## config.mk

```make
export PLATFORM = sky130hd
export DESIGN_NAME = lsu_csr_lane_sequencer_flat
export DESIGN_NICKNAME = d
export VERILOG_FILES = /design/src/rtl/lsu_csr_lane_sequencer_if.sv /design/src/rtl/lsu_csr_lane_sequencer.sv /design/src/flat_wrapper.sv
export SDC_FILE = /design/constraint.sdc
export NUM_CORES = 1
export LEC_CHECK = 0
export BUFFER_PORTS_ARGS = -buffer_cell sky130_fd_sc_hd__buf_2
export CORE_MARGIN = 2
export CORE_UTILIZATION = 40
export CTS_CLUSTER_DIAMETER = 150
export CTS_CLUSTER_SIZE = 40
export DETAILED_ROUTE_END_ITERATION = 12
export GPL_ROUTABILITY_DRIVEN = 0
export MAX_ROUTING_LAYER = met4
export PLACE_DENSITY = 0.61
export SYNTH_ARGS = -nofsm -noshare
export SYNTH_HDL_FRONTEND = slang
export SYNTH_SLANG_ARGS = --single-unit
```

## constraint.sdc

```tcl
create_clock -name clk -period 2.7 [get_ports clk]
set_input_delay 0.54 -clock clk [delete_from_list [all_inputs] [get_ports clk]]
set_output_delay 0.54 -clock clk [all_outputs]
set_load 0.02 [all_outputs]
```

## src/rtl/lsu_csr_lane_sequencer_if.sv

```systemverilog
// ---------------------------------------------------------------------------
// lsu_csr_lane_sequencer_if
//
// Bundles the three channels around the LSU-to-CSR lane sequencer:
//   req_*  : one multi-lane CSR access from the LSU issue path (valid/ready)
//   csr_*  : single 32-bit CSR read/write port, one lane per cycle
//   rsp_*  : tagged response towards LSU writeback (valid/ready)
//
// Modports:
//   master : the sequencer. It consumes requests, drives the CSR strobes and
//            produces responses.
//   slave  : the surroundings. They offer requests, model the CSR file and
//            consume responses.
//
// Lane i of a packed per-lane bus sits at [i*W +: W].
// ---------------------------------------------------------------------------
interface lsu_csr_lane_sequencer_if #(
  parameter int NUM_LANES = 4,
  parameter int ADDR_BITS = 12,
  parameter int TAG_WIDTH = 8
);
  // request channel
  logic                           req_valid;
  logic                           req_ready;
  logic                           req_rw;
  logic [NUM_LANES-1:0]           req_mask;
  logic [NUM_LANES*ADDR_BITS-1:0] req_addr;
  logic [NUM_LANES*32-1:0]        req_data;
  logic [TAG_WIDTH-1:0]           req_tag;

  // CSR channel
  logic                           csr_write_enable;
  logic [ADDR_BITS-1:0]           csr_write_addr;
  logic [31:0]                    csr_write_data;
  logic                           csr_read_enable;
  logic [ADDR_BITS-1:0]           csr_read_addr;
  logic [31:0]                    csr_read_data;

  // response channel
  logic                           rsp_valid;
  logic                           rsp_ready;
  logic                           rsp_rw;
  logic [NUM_LANES-1:0]           rsp_mask;
  logic [NUM_LANES*32-1:0]        rsp_data;
  logic [TAG_WIDTH-1:0]           rsp_tag;

  modport master (
    input  req_valid, req_rw, req_mask, req_addr, req_data, req_tag,
    output req_ready,
    output csr_write_enable, csr_write_addr, csr_write_data,
    output csr_read_enable, csr_read_addr,
    input  csr_read_data,
    output rsp_valid, rsp_rw, rsp_mask, rsp_data, rsp_tag,
    input  rsp_ready
  );

  modport slave (
    output req_valid, req_rw, req_mask, req_addr, req_data, req_tag,
    input  req_ready,
    input  csr_write_enable, csr_write_addr, csr_write_data,
    input  csr_read_enable, csr_read_addr,
    output csr_read_data,
    input  rsp_valid, rsp_rw, rsp_mask, rsp_data, rsp_tag,
    output rsp_ready
  );
endinterface

```

## src/rtl/lsu_csr_lane_sequencer.sv

```systemverilog
// ---------------------------------------------------------------------------
// lsu_csr_lane_sequencer
//
// Takes one multi-lane CSR access from the LSU, issues its active lanes one
// per cycle (ascending lane order) on the single CSR read/write port, gathers
// read data back into a lane vector and returns one tagged response.
//
// Ports:
//   clk     : clock
//   reset_n : asynchronous active-low reset
//   bus     : lsu_csr_lane_sequencer_if.master (req_*, csr_*, rsp_*)
//
// Timing, request accepted at cycle T with k active lanes:
//   strobes at T+1..T+k; write response at T+k+1; read response at T+k+2
//   (the extra cycle captures the final read word); empty mask -> T+1.
// ---------------------------------------------------------------------------
module lsu_csr_lane_sequencer #(
  parameter int NUM_LANES = 4,
  parameter int ADDR_BITS = 12,
  parameter int TAG_WIDTH = 8
) (
  input  logic                      clk,
  input  logic                      reset_n,
  lsu_csr_lane_sequencer_if.master  bus
);

  localparam int LANE_BITS = (NUM_LANES > 1) ? $clog2(NUM_LANES) : 1;

  typedef enum logic [1:0] {IDLE, ACCESS, DRAIN, RESP} state_t;

  state_t                         state_reg;
  logic [NUM_LANES-1:0]           pending_reg;
  logic [NUM_LANES*ADDR_BITS-1:0] addr_buf_reg;
  logic [NUM_LANES*32-1:0]        data_buf_reg;
  logic                           rw_reg;
  logic [NUM_LANES-1:0]           mask_reg;
  logic [TAG_WIDTH-1:0]           tag_reg;
  logic [NUM_LANES*32-1:0]        rsp_data_reg;
  logic [LANE_BITS-1:0]           lane_reg;

  logic                           write_enable_reg;
  logic [ADDR_BITS-1:0]           write_addr_reg;
  logic [31:0]                    write_data_reg;
  logic                           read_enable_reg;
  logic [ADDR_BITS-1:0]           read_addr_reg;

  // High on the cycle after a read strobe, when csr_read_data is valid.
  logic                           capture_reg;
  logic [LANE_BITS-1:0]           capture_lane_reg;

  // Lane selection source: the live request while IDLE (so the first strobe
  // leaves on the cycle right after accept), the latched copy afterwards.
  logic                           idle;
  logic [NUM_LANES-1:0]           src_mask;
  logic [NUM_LANES*ADDR_BITS-1:0] src_addr;
  logic [NUM_LANES*32-1:0]        src_data;
  logic                           src_rw;

  logic                           sel_found;
  logic [LANE_BITS-1:0]           sel_lane;
  logic [NUM_LANES-1:0]           sel_onehot;
  logic [ADDR_BITS-1:0]           sel_addr;
  logic [31:0]                    sel_data;
  logic                           issue;
  logic [NUM_LANES-1:0]           capture_hit;

  assign idle     = (state_reg == IDLE);
  assign src_mask = idle ? bus.req_mask : pending_reg;
  assign src_addr = idle ? bus.req_addr : addr_buf_reg;
  assign src_data = idle ? bus.req_data : data_buf_reg;
  assign src_rw   = idle ? bus.req_rw   : rw_reg;

  // Priority encoder: scanning downwards leaves the lowest set lane selected.
  always_comb begin
    sel_found  = 1'b0;
    sel_lane   = '0;
    sel_onehot = '0;
    sel_addr   = '0;
    sel_data   = '0;
    for (int i = NUM_LANES - 1; i >= 0; i--) begin
      if (src_mask[i]) begin
        sel_found  = 1'b1;
        sel_lane   = LANE_BITS'(i);
        sel_onehot = NUM_LANES'(1) << i;
        sel_addr   = src_addr[i*ADDR_BITS +: ADDR_BITS];
        sel_data   = src_data[i*32 +: 32];
      end
    end
  end

  // A strobe is launched on accept (first lane) and on every ACCESS cycle
  // that still has a pending lane; inactive lanes therefore cost nothing.
  assign issue = sel_found && ((idle && bus.req_valid) || (state_reg == ACCESS));

  generate
    for (genvar gi = 0; gi < NUM_LANES; gi++) begin : g_capture
      assign capture_hit[gi] = capture_reg && (capture_lane_reg == LANE_BITS'(gi));
    end
  endgenerate

  always_ff @(posedge clk or negedge reset_n) begin
    if (!reset_n) begin
      state_reg        <= IDLE;
      pending_reg      <= '0;
      addr_buf_reg     <= '0;
      data_buf_reg     <= '0;
      rw_reg           <= 1'b0;
      mask_reg         <= '0;
      tag_reg          <= '0;
      rsp_data_reg     <= '0;
      lane_reg         <= '0;
      write_enable_reg <= 1'b0;
      write_addr_reg   <= '0;
      write_data_reg   <= '0;
      read_enable_reg  <= 1'b0;
      read_addr_reg    <= '0;
      capture_reg      <= 1'b0;
      capture_lane_reg <= '0;
    end else begin
      // Strobes are single-cycle; address/data return to 0 with them.
      write_enable_reg <= 1'b0;
      write_addr_reg   <= '0;
      write_data_reg   <= '0;
      read_enable_reg  <= 1'b0;
      read_addr_reg    <= '0;

      capture_reg      <= read_enable_reg;
      capture_lane_reg <= lane_reg;
      for (int i = 0; i < NUM_LANES; i++) begin
        if (capture_hit[i]) begin
          rsp_data_reg[i*32 +: 32] <= bus.csr_read_data;
        end
      end

      if (issue) begin
        pending_reg <= src_mask & ~sel_onehot;
        lane_reg    <= sel_lane;
        if (src_rw) begin
          write_enable_reg <= 1'b1;
          write_addr_reg   <= sel_addr;
          write_data_reg   <= sel_data;
        end else begin
          read_enable_reg  <= 1'b1;
          read_addr_reg    <= sel_addr;
        end
      end

      case (state_reg)
        IDLE: begin
          if (bus.req_valid) begin
            rw_reg       <= bus.req_rw;
            mask_reg     <= bus.req_mask;
            tag_reg      <= bus.req_tag;
            addr_buf_reg <= bus.req_addr;
            data_buf_reg <= bus.req_data;
            rsp_data_reg <= '0;
            state_reg    <= sel_found ? ACCESS : RESP;
          end
        end
        ACCESS: begin
          // Nothing left to issue: the last strobe went out last cycle.
          if (!sel_found) begin
            state_reg <= rw_reg ? RESP : DRAIN;
          end
        end
        DRAIN: begin
          state_reg <= RESP;
        end
        RESP: begin
          if (bus.rsp_ready) begin
            state_reg <= IDLE;
          end
        end
        default: begin
          state_reg <= IDLE;
        end
      endcase
    end
  end

  assign bus.req_ready        = idle;
  assign bus.rsp_valid        = (state_reg == RESP);
  assign bus.rsp_rw           = rw_reg;
  assign bus.rsp_mask         = mask_reg;
  assign bus.rsp_tag          = tag_reg;
  assign bus.rsp_data         = rsp_data_reg;
  assign bus.csr_write_enable = write_enable_reg;
  assign bus.csr_write_addr   = write_addr_reg;
  assign bus.csr_write_data   = write_data_reg;
  assign bus.csr_read_enable  = read_enable_reg;
  assign bus.csr_read_addr    = read_addr_reg;

endmodule

```

## src/flat_wrapper.sv

```systemverilog
// flat-port wrapper written by rule: the top's interface ports become plain ports
module lsu_csr_lane_sequencer_flat 
#(
  parameter int NUM_LANES = 4,
  parameter int ADDR_BITS = 12,
  parameter int TAG_WIDTH = 8
)
  (clk, reset_n, bus_req_valid, bus_req_rw, bus_req_mask, bus_req_addr, bus_req_data, bus_req_tag, bus_req_ready, bus_csr_write_enable, bus_csr_write_addr, bus_csr_write_data, bus_csr_read_enable, bus_csr_read_addr, bus_csr_read_data, bus_rsp_valid, bus_rsp_rw, bus_rsp_mask, bus_rsp_data, bus_rsp_tag, bus_rsp_ready);
  lsu_csr_lane_sequencer_if #(.NUM_LANES(NUM_LANES), .ADDR_BITS(ADDR_BITS), .TAG_WIDTH(TAG_WIDTH)) bus_i ();
  input  logic clk;
  input  logic reset_n;
  input wire logic [$bits(bus_i.req_valid)-1:0] bus_req_valid;
  input wire logic [$bits(bus_i.req_rw)-1:0] bus_req_rw;
  input wire logic [$bits(bus_i.req_mask)-1:0] bus_req_mask;
  input wire logic [$bits(bus_i.req_addr)-1:0] bus_req_addr;
  input wire logic [$bits(bus_i.req_data)-1:0] bus_req_data;
  input wire logic [$bits(bus_i.req_tag)-1:0] bus_req_tag;
  output wire logic [$bits(bus_i.req_ready)-1:0] bus_req_ready;
  output wire logic [$bits(bus_i.csr_write_enable)-1:0] bus_csr_write_enable;
  output wire logic [$bits(bus_i.csr_write_addr)-1:0] bus_csr_write_addr;
  output wire logic [$bits(bus_i.csr_write_data)-1:0] bus_csr_write_data;
  output wire logic [$bits(bus_i.csr_read_enable)-1:0] bus_csr_read_enable;
  output wire logic [$bits(bus_i.csr_read_addr)-1:0] bus_csr_read_addr;
  input wire logic [$bits(bus_i.csr_read_data)-1:0] bus_csr_read_data;
  output wire logic [$bits(bus_i.rsp_valid)-1:0] bus_rsp_valid;
  output wire logic [$bits(bus_i.rsp_rw)-1:0] bus_rsp_rw;
  output wire logic [$bits(bus_i.rsp_mask)-1:0] bus_rsp_mask;
  output wire logic [$bits(bus_i.rsp_data)-1:0] bus_rsp_data;
  output wire logic [$bits(bus_i.rsp_tag)-1:0] bus_rsp_tag;
  input wire logic [$bits(bus_i.rsp_ready)-1:0] bus_rsp_ready;
  assign bus_i.req_valid = bus_req_valid;
  assign bus_i.req_rw = bus_req_rw;
  assign bus_i.req_mask = bus_req_mask;
  assign bus_i.req_addr = bus_req_addr;
  assign bus_i.req_data = bus_req_data;
  assign bus_i.req_tag = bus_req_tag;
  assign bus_req_ready = bus_i.req_ready;
  assign bus_csr_write_enable = bus_i.csr_write_enable;
  assign bus_csr_write_addr = bus_i.csr_write_addr;
  assign bus_csr_write_data = bus_i.csr_write_data;
  assign bus_csr_read_enable = bus_i.csr_read_enable;
  assign bus_csr_read_addr = bus_i.csr_read_addr;
  assign bus_i.csr_read_data = bus_csr_read_data;
  assign bus_rsp_valid = bus_i.rsp_valid;
  assign bus_rsp_rw = bus_i.rsp_rw;
  assign bus_rsp_mask = bus_i.rsp_mask;
  assign bus_rsp_data = bus_i.rsp_data;
  assign bus_rsp_tag = bus_i.rsp_tag;
  assign bus_i.rsp_ready = bus_rsp_ready;
  lsu_csr_lane_sequencer #(.NUM_LANES(NUM_LANES), .ADDR_BITS(ADDR_BITS), .TAG_WIDTH(TAG_WIDTH)) u_core (.clk(clk), .reset_n(reset_n), .bus(bus_i));
endmodule
```

* Word-level counts from Yosys, hierarchy flattened *
Index checks and enable logic that the tools add are counted.

word-level totals
  input port bits = 225
  logic and storage cells = 84
  flip-flop bits (word level) = 386
  output and inout port bits = 201

cells by class
  bitwise logic cells = 2
  mux-type cells = 46
  reductions and logical operators = 11
  eq/ne operators = 9

operators with widths
  kind                                                                     count
  128-bit two-way mux                                                      3
  32-bit two-way mux                                                       10
  12-bit two-way mux                                                       8
  48-bit two-way mux                                                       1
  4-bit two-way mux                                                        5
  2-bit two-way mux                                                        8
  1-bit two-way mux                                                        10
  2-bit == test, second input constant                                     4
  2-bit case mux with 4 select lines                                       1
  1-bit logical AND                                                        6
  4-bit bitwise AND                                                        1
  2-bit by 1-bit == test with 1-bit output, second input constant          2
  2-bit logical NOT                                                        2
  2-bit inequality test, second input constant                             2
  4-bit NOT                                                                1
  3-bit AND reduction                                                      1
  2-bit by 1-bit inequality test with 1-bit output, second input constant  1
  2-bit AND reduction                                                      1
  1-bit logical OR                                                         1

* Depth between registers and ports, before layout *
  word-level depth = 9
  mapped depth = 10

* Worst setup path before layout *
OpenSTA, ideal clock, no wires.

  path kind = register to register
  start point = reg u_core.state_reg[0]
  end point = reg u_core.write_data_reg[11] (netlist: u_core.bus.csr_write_data[11])
  data required time = 2.580 ns
  buffers on the path = 4
  stages on the path, launching flop included = 11
  path slack = 0.665 ns
  arrival time = 1.915 ns
  library setup time = 0.120 ns
  cell sequence = dfrtp_1 inv_1 ha_1 buf_6 buf_6 and2_1 buf_6 buf_6 a221oi_2 o21ai_1 and3_1

between the ends
  word-level cells in the longest chain between the ends = 8
  elaborated cells on any way between the ends = 18

RTL lines
  element                                                               RTL line                                                     RTL
  from (decl)                                                           lsu_csr_lane_sequencer.sv:31                                 state_t state_reg;
  from (signal assigned)                                                lsu_csr_lane_sequencer.sv:157                                state_reg <= sel_found ? ACCESS : RESP;
  from (signal assigned)                                                lsu_csr_lane_sequencer.sv:163                                state_reg <= rw_reg ? RESP : DRAIN;
  2-bit logical NOT *                                                   lsu_csr_lane_sequencer.sv:67                                 assign idle = (state_reg == IDLE);
  named net bus_req_ready                                               flat_wrapper.sv:18                                           output wire logic [$bits(bus_i.req_ready)-1:0] bus_req_ready;
  128-bit two-way mux or 4-bit two-way mux (tied branches)              lsu_csr_lane_sequencer.sv:70, lsu_csr_lane_sequencer.sv:68
  32-bit two-way mux or 1-bit two-way mux (tied branches) (4 in a row)  lsu_csr_lane_sequencer.sv:81                                 if (src_mask[i]) begin
  32-bit two-way mux or 1-bit logical AND (tied branches)               lsu_csr_lane_sequencer.sv:138, lsu_csr_lane_sequencer.sv:93
  32-bit two-way mux *                                                  lsu_csr_lane_sequencer.sv:135                                if (issue) begin
  to (signal assigned)                                                  lsu_csr_lane_sequencer.sv:141                                write_data_reg <= sel_data;
  to (decl)                                                             lsu_csr_lane_sequencer.sv:43                                 logic [31:0] write_data_reg;

The timed path passes the listed nets; every way through them passes the cells marked *.
A chain may end at the register's enable or synchronous reset.

* Final worst setup path *
  start point = reg u_core.state_reg[0]
  end point = reg u_core.read_addr_reg[11] (netlist: u_core.bus.csr_read_addr[11])

between the ends
  word-level cells in the longest chain between the ends = 8
  elaborated cells on any way between the ends = 18

RTL lines
  element                                                               RTL line                                                     RTL
  2-bit logical NOT                                                     lsu_csr_lane_sequencer.sv:67
  48-bit two-way mux or 4-bit two-way mux (tied branches)               lsu_csr_lane_sequencer.sv:69, lsu_csr_lane_sequencer.sv:68
  12-bit two-way mux or 1-bit two-way mux (tied branches) (4 in a row)  lsu_csr_lane_sequencer.sv:81
  12-bit two-way mux or 1-bit logical AND (tied branches)               lsu_csr_lane_sequencer.sv:138, lsu_csr_lane_sequencer.sv:93
  12-bit two-way mux *                                                  lsu_csr_lane_sequencer.sv:135
  to (signal assigned)                                                  lsu_csr_lane_sequencer.sv:144                                read_addr_reg <= sel_addr;
  to (decl)                                                             lsu_csr_lane_sequencer.sv:45                                 logic [ADDR_BITS-1:0] read_addr_reg;

Mark *: on every way between the ends. The rest lies on a longest branch, timed or not.

==> results.txt <==
The run finished with clean final reports. The number of global-route vias before repair came to ~13000. The die extent in x is 198 um. The distinct cell type count of the synthesized netlist came out at 48. The part of the cycle the worst path needs came out at 87.8%.

For this run, the leading register cell type out of synthesis is dfrtp_1. The worst setup slack after placement came out at approximately 0.38 ns. Before antenna repair, the detailed router went through 5 iterations. The signed area change from the synthesized netlist to the final layout came out at 20.8%. The reg-to-reg setup timing slack is 0.33 ns.

TritonCTS built the clock tree. The cell family with the largest share of critical-path delay is simple AND/OR/NAND/NOR gates. The flip-flop count of the largest register after layout is around 130. The die area is 0.0394 mm^2. The routed length per instance is between 15 and 20 um.

Setup violations remaining at the end of the flow were counted as 0. Adding up every negative setup slack in the final design gives 0 ns. The TritonCTS buffer count is 12. The via density per instance is 5.16.

Summing over every cut layer, the via total after detailed routing is 13300. The worst setup margin is ~0.33 ns. The leakage dissipation came out at ~9.6 nW. The global-route usage over all layers is roughly 25%. The clock insertion delay at the later pin of the skew report came out at around 0.54 ns. Setup repair after global routing left no endpoint under its margin. The post-layout net count came out at between 2000 and 2500. The pin count of the biggest net entering global routing came out at between 150 and 200. The total of flip-flops plus latches after synthesis came out at 341.

The initial antenna violation count is 22. The worst IR drop on VDD came out at ~580 uV. For this run, the number of Yosys warnings is 0. The first-iteration detailed-routing DRC count is roughly 880. Once placement completed, the tool counted placed cells totaling 2542. The power per unit of standard cell area is approximately 1100 mW/mm^2. In this run the clock root is driven by a clkbuf_16. The critical path data required time came out at around 3.2 ns.

The core outline area came out at ~0.037 mm^2. Synthesis produced approximately 1700 cells. The slowest stage of the critical path is the nor3b_2 cell. The average cell area after synthesis is between 8 and 9 um^2. The category of the critical setup timing path is reg -> reg. After synthesis, the cell types taking the most area are dfrtp_1 (56%), nand2_1 (18%), a21oi_1 (5.8%). The async set-reset flop share out of synthesis came out at 100%. Yosys mapped a number of flops with a built-in enable equal to 0.

The max-cap violation count came out at 0. The placement row count is roughly 70. The overall routed net length is between 40 and 50 mm. The transition at the pin with the smallest max-transition slack is just over 0.8 ns. The H-tree level count is 1.

The number of port buffers is roughly 430. The capturing element type of the critical path is a flop. The leftover overflow at the end of global routing came out at 0. The deepest clock path buffer count came out at 3. The initial core utilization came out at roughly 40%. The sequential share of the synthesized area is between 50% and 60%. Counting the fill cells in the layout gives between 3000 and 4000. The combined area of all synthesized cells is roughly 0.015 mm^2. The max-slew violation total from the final report was 0. Of the cells placed in the final design, the portion with a size suffix greater than 1 is between 20% and 30%. The signal on the critical path passes through inv_1 > ha_4 > nor3b_2 > a221oi_1 > o21ai_0 > and2_1. The data arrival time of the critical path is 2.85 ns. The final instance count without filler cells is approximately 2600. The maximum clock frequency is approximately 420 MHz. The final setup skew came out at 0.0325 ns. The hold violation total from the final report was 0. The minimum clock period after layout is roughly 2.4 ns. STA classifies the critical path startpoint as a flop.

The maximum fanout count along the critical path came out at 17. Post-CTS timing repair inserted 0 buffers for setup. The count of buffering cells on the critical path with inverters included is 1. The post-detailed-placement half-perimeter wirelength is between 30 and 40 mm.

The clock transition at the register clock pins on the worst setup and hold paths after CTS came out at about 0.16 ns. The number of sinks driven by the clock tree came out at around 340. The wire length of the first global-routing pass came out at 75.3 mm. The core utilization of the finished layout is 48.8%. The number of top-level pins came out at between 400 and 500.

The total nets after synthesis is ~1900. The relative slew slack came out at between 40% and 50%. The highest cell delay on the worst timing path came out at ~0.72 ns. The y dimension of the die came out at around 200 um. The top-area cell type share of the netlist area is 56.4%.

Summed over all instances, the cell type with the most area after synthesis is dfrtp_1. The path class of the tightest hold or removal check is in -> reg. The post-detailed-route count of antenna-violating nets came out at 0. The post-detailed-route DRC marker count came out at 0.
[worst paths after layout]
kind / from / to / cells after the start
max reg2reg: u_core.state_reg[0] / u_core.bus.csr_read_addr[11] / 6
min in group asynchronous: reset_n / u_core.bus.csr_write_data[6] / 2
max: u_core.state_reg[0] / u_core.bus.csr_read_addr[11] / 6
max in group asynchronous: reset_n / u_core.bus.csr_write_data[28] / 3
min: bus_req_data[107] / u_core.data_buf_reg[107] / 3
min reg2reg: u_core.bus.csr_read_enable / u_core.capture_reg / 0
[worst register-to-register path: cells and delay by family (launching register included)]
| kind | cells | cell delay (ns) |
|---|---|---|
| AO/OA/AOI/OAI | 2 | 0.60 |
| AND/OR/NAND/NOR | 2 | 0.90 |
| buffers and inverters | 1 | 0.10 |
| adder cells (fa/ha/maj) | 1 | 0.25 |
| flip-flops | 1 | 0.46 |
[synth_stat cells (all sizes together) (3+ instances only)]
master and n:
dfrtp 341, mux2i 34, ha 3, a221oi 44
and3 33, buf 61, a21oi 176, inv 16
clkbuf 68, and2 24, nand2 710, nor2 44
a22oi 11, nand2b 3, o22ai 45, o21ai 60
[power breakdown]
group | switching (W) | internal (W)
Clock | 0.00162 | 0.000898
Combinational | 0.00624 | 0.00349
Sequential | 0.00119 | 0.00718
Total | 0.00905 | 0.0116
[layout by cell type (no fill, tap or decap), drive strengths merged, types with 2 or more instances in the layout]
cell    Yosys  layout
nand2     710     710
buf        61     462
dfrtp     341     341
a21oi     176     176
o21ai      60      60
o22ai      45      45
nor2       44      44
a221oi     44      44
mux2i      34      34
and3       33      33
and2       24      24
diode       0      23
inv        16      17
clkbuf     68      13
a22oi      11      11
nand2b      3       3
ha          3       3
nand3       2       2
a31oi       2       2
a221o       2       2
and3b       2       2
nor3b       2       2
nor3        2       2
[metrics by stage]
stage	hold slack [ns]	power [W]	instance area, um^2
2_1_floorplan	0.244	0.0147	15100
3_3_place_gp	0.373	0.0180	17900
3_5_place_dp	0.371	0.0183	17900
4_1_cts	0.178	0.0208	18200
5_1_grt	0.182	0.0221	18300
6_report	0.200	0.0206	18300
[cells by family (layout without fill, tap and decap cells)]
group | after synthesis | count (layout) | synth area share, %
buffers and inverters | 146 | 494 | 4.39
flip-flops | 341 | 341 | 56.4
multiplexers | 34 | 34 | 2.28
other | 0 | 23 | 0
adder cells (fa/ha/maj) | 3 | 3 | 0.248
AO/OA/AOI/OAI | 347 | 347 | 14.7
AND/OR/NAND/NOR | 827 | 827 | 21.9
[routing by layer]
| metal | vias to the layer above | GRT usage [%] | part of all wire, % |
|---|---|---|---|
| met5 | - | - | 0 |
| met2 | 524 | 40.0 | 47 |
| met4 | 0 | 6.10 | 2.1 |
| met1 | 6427 | 32.3 | 42 |
| li1 | 6296 | - | - |
| met3 | 53 | 6.53 | 9.4 |
[final cells by class]
class	instances	area (um^2)	share of cell area (%)
Tap cell	511	639	3.50
Multi-Input combinational cell	1211	5970	32.7
Timing Repair Buffer	463	2660	14.6
Antenna cell	23	57.6	0.315
Clock inverter	1	20.0	0.110
Clock buffer	13	325	1.78
Sequential cell	341	8530	46.7
Inverter	17	63.8	0.349
[timing repair]
item,4_1_cts,5_1_grt
hold endpoints to repair,52,0
hold buffers,1,0
endpoints found under the setup margin,0,0
resized for setup,0,0
(Power assumes the default switching activity.)
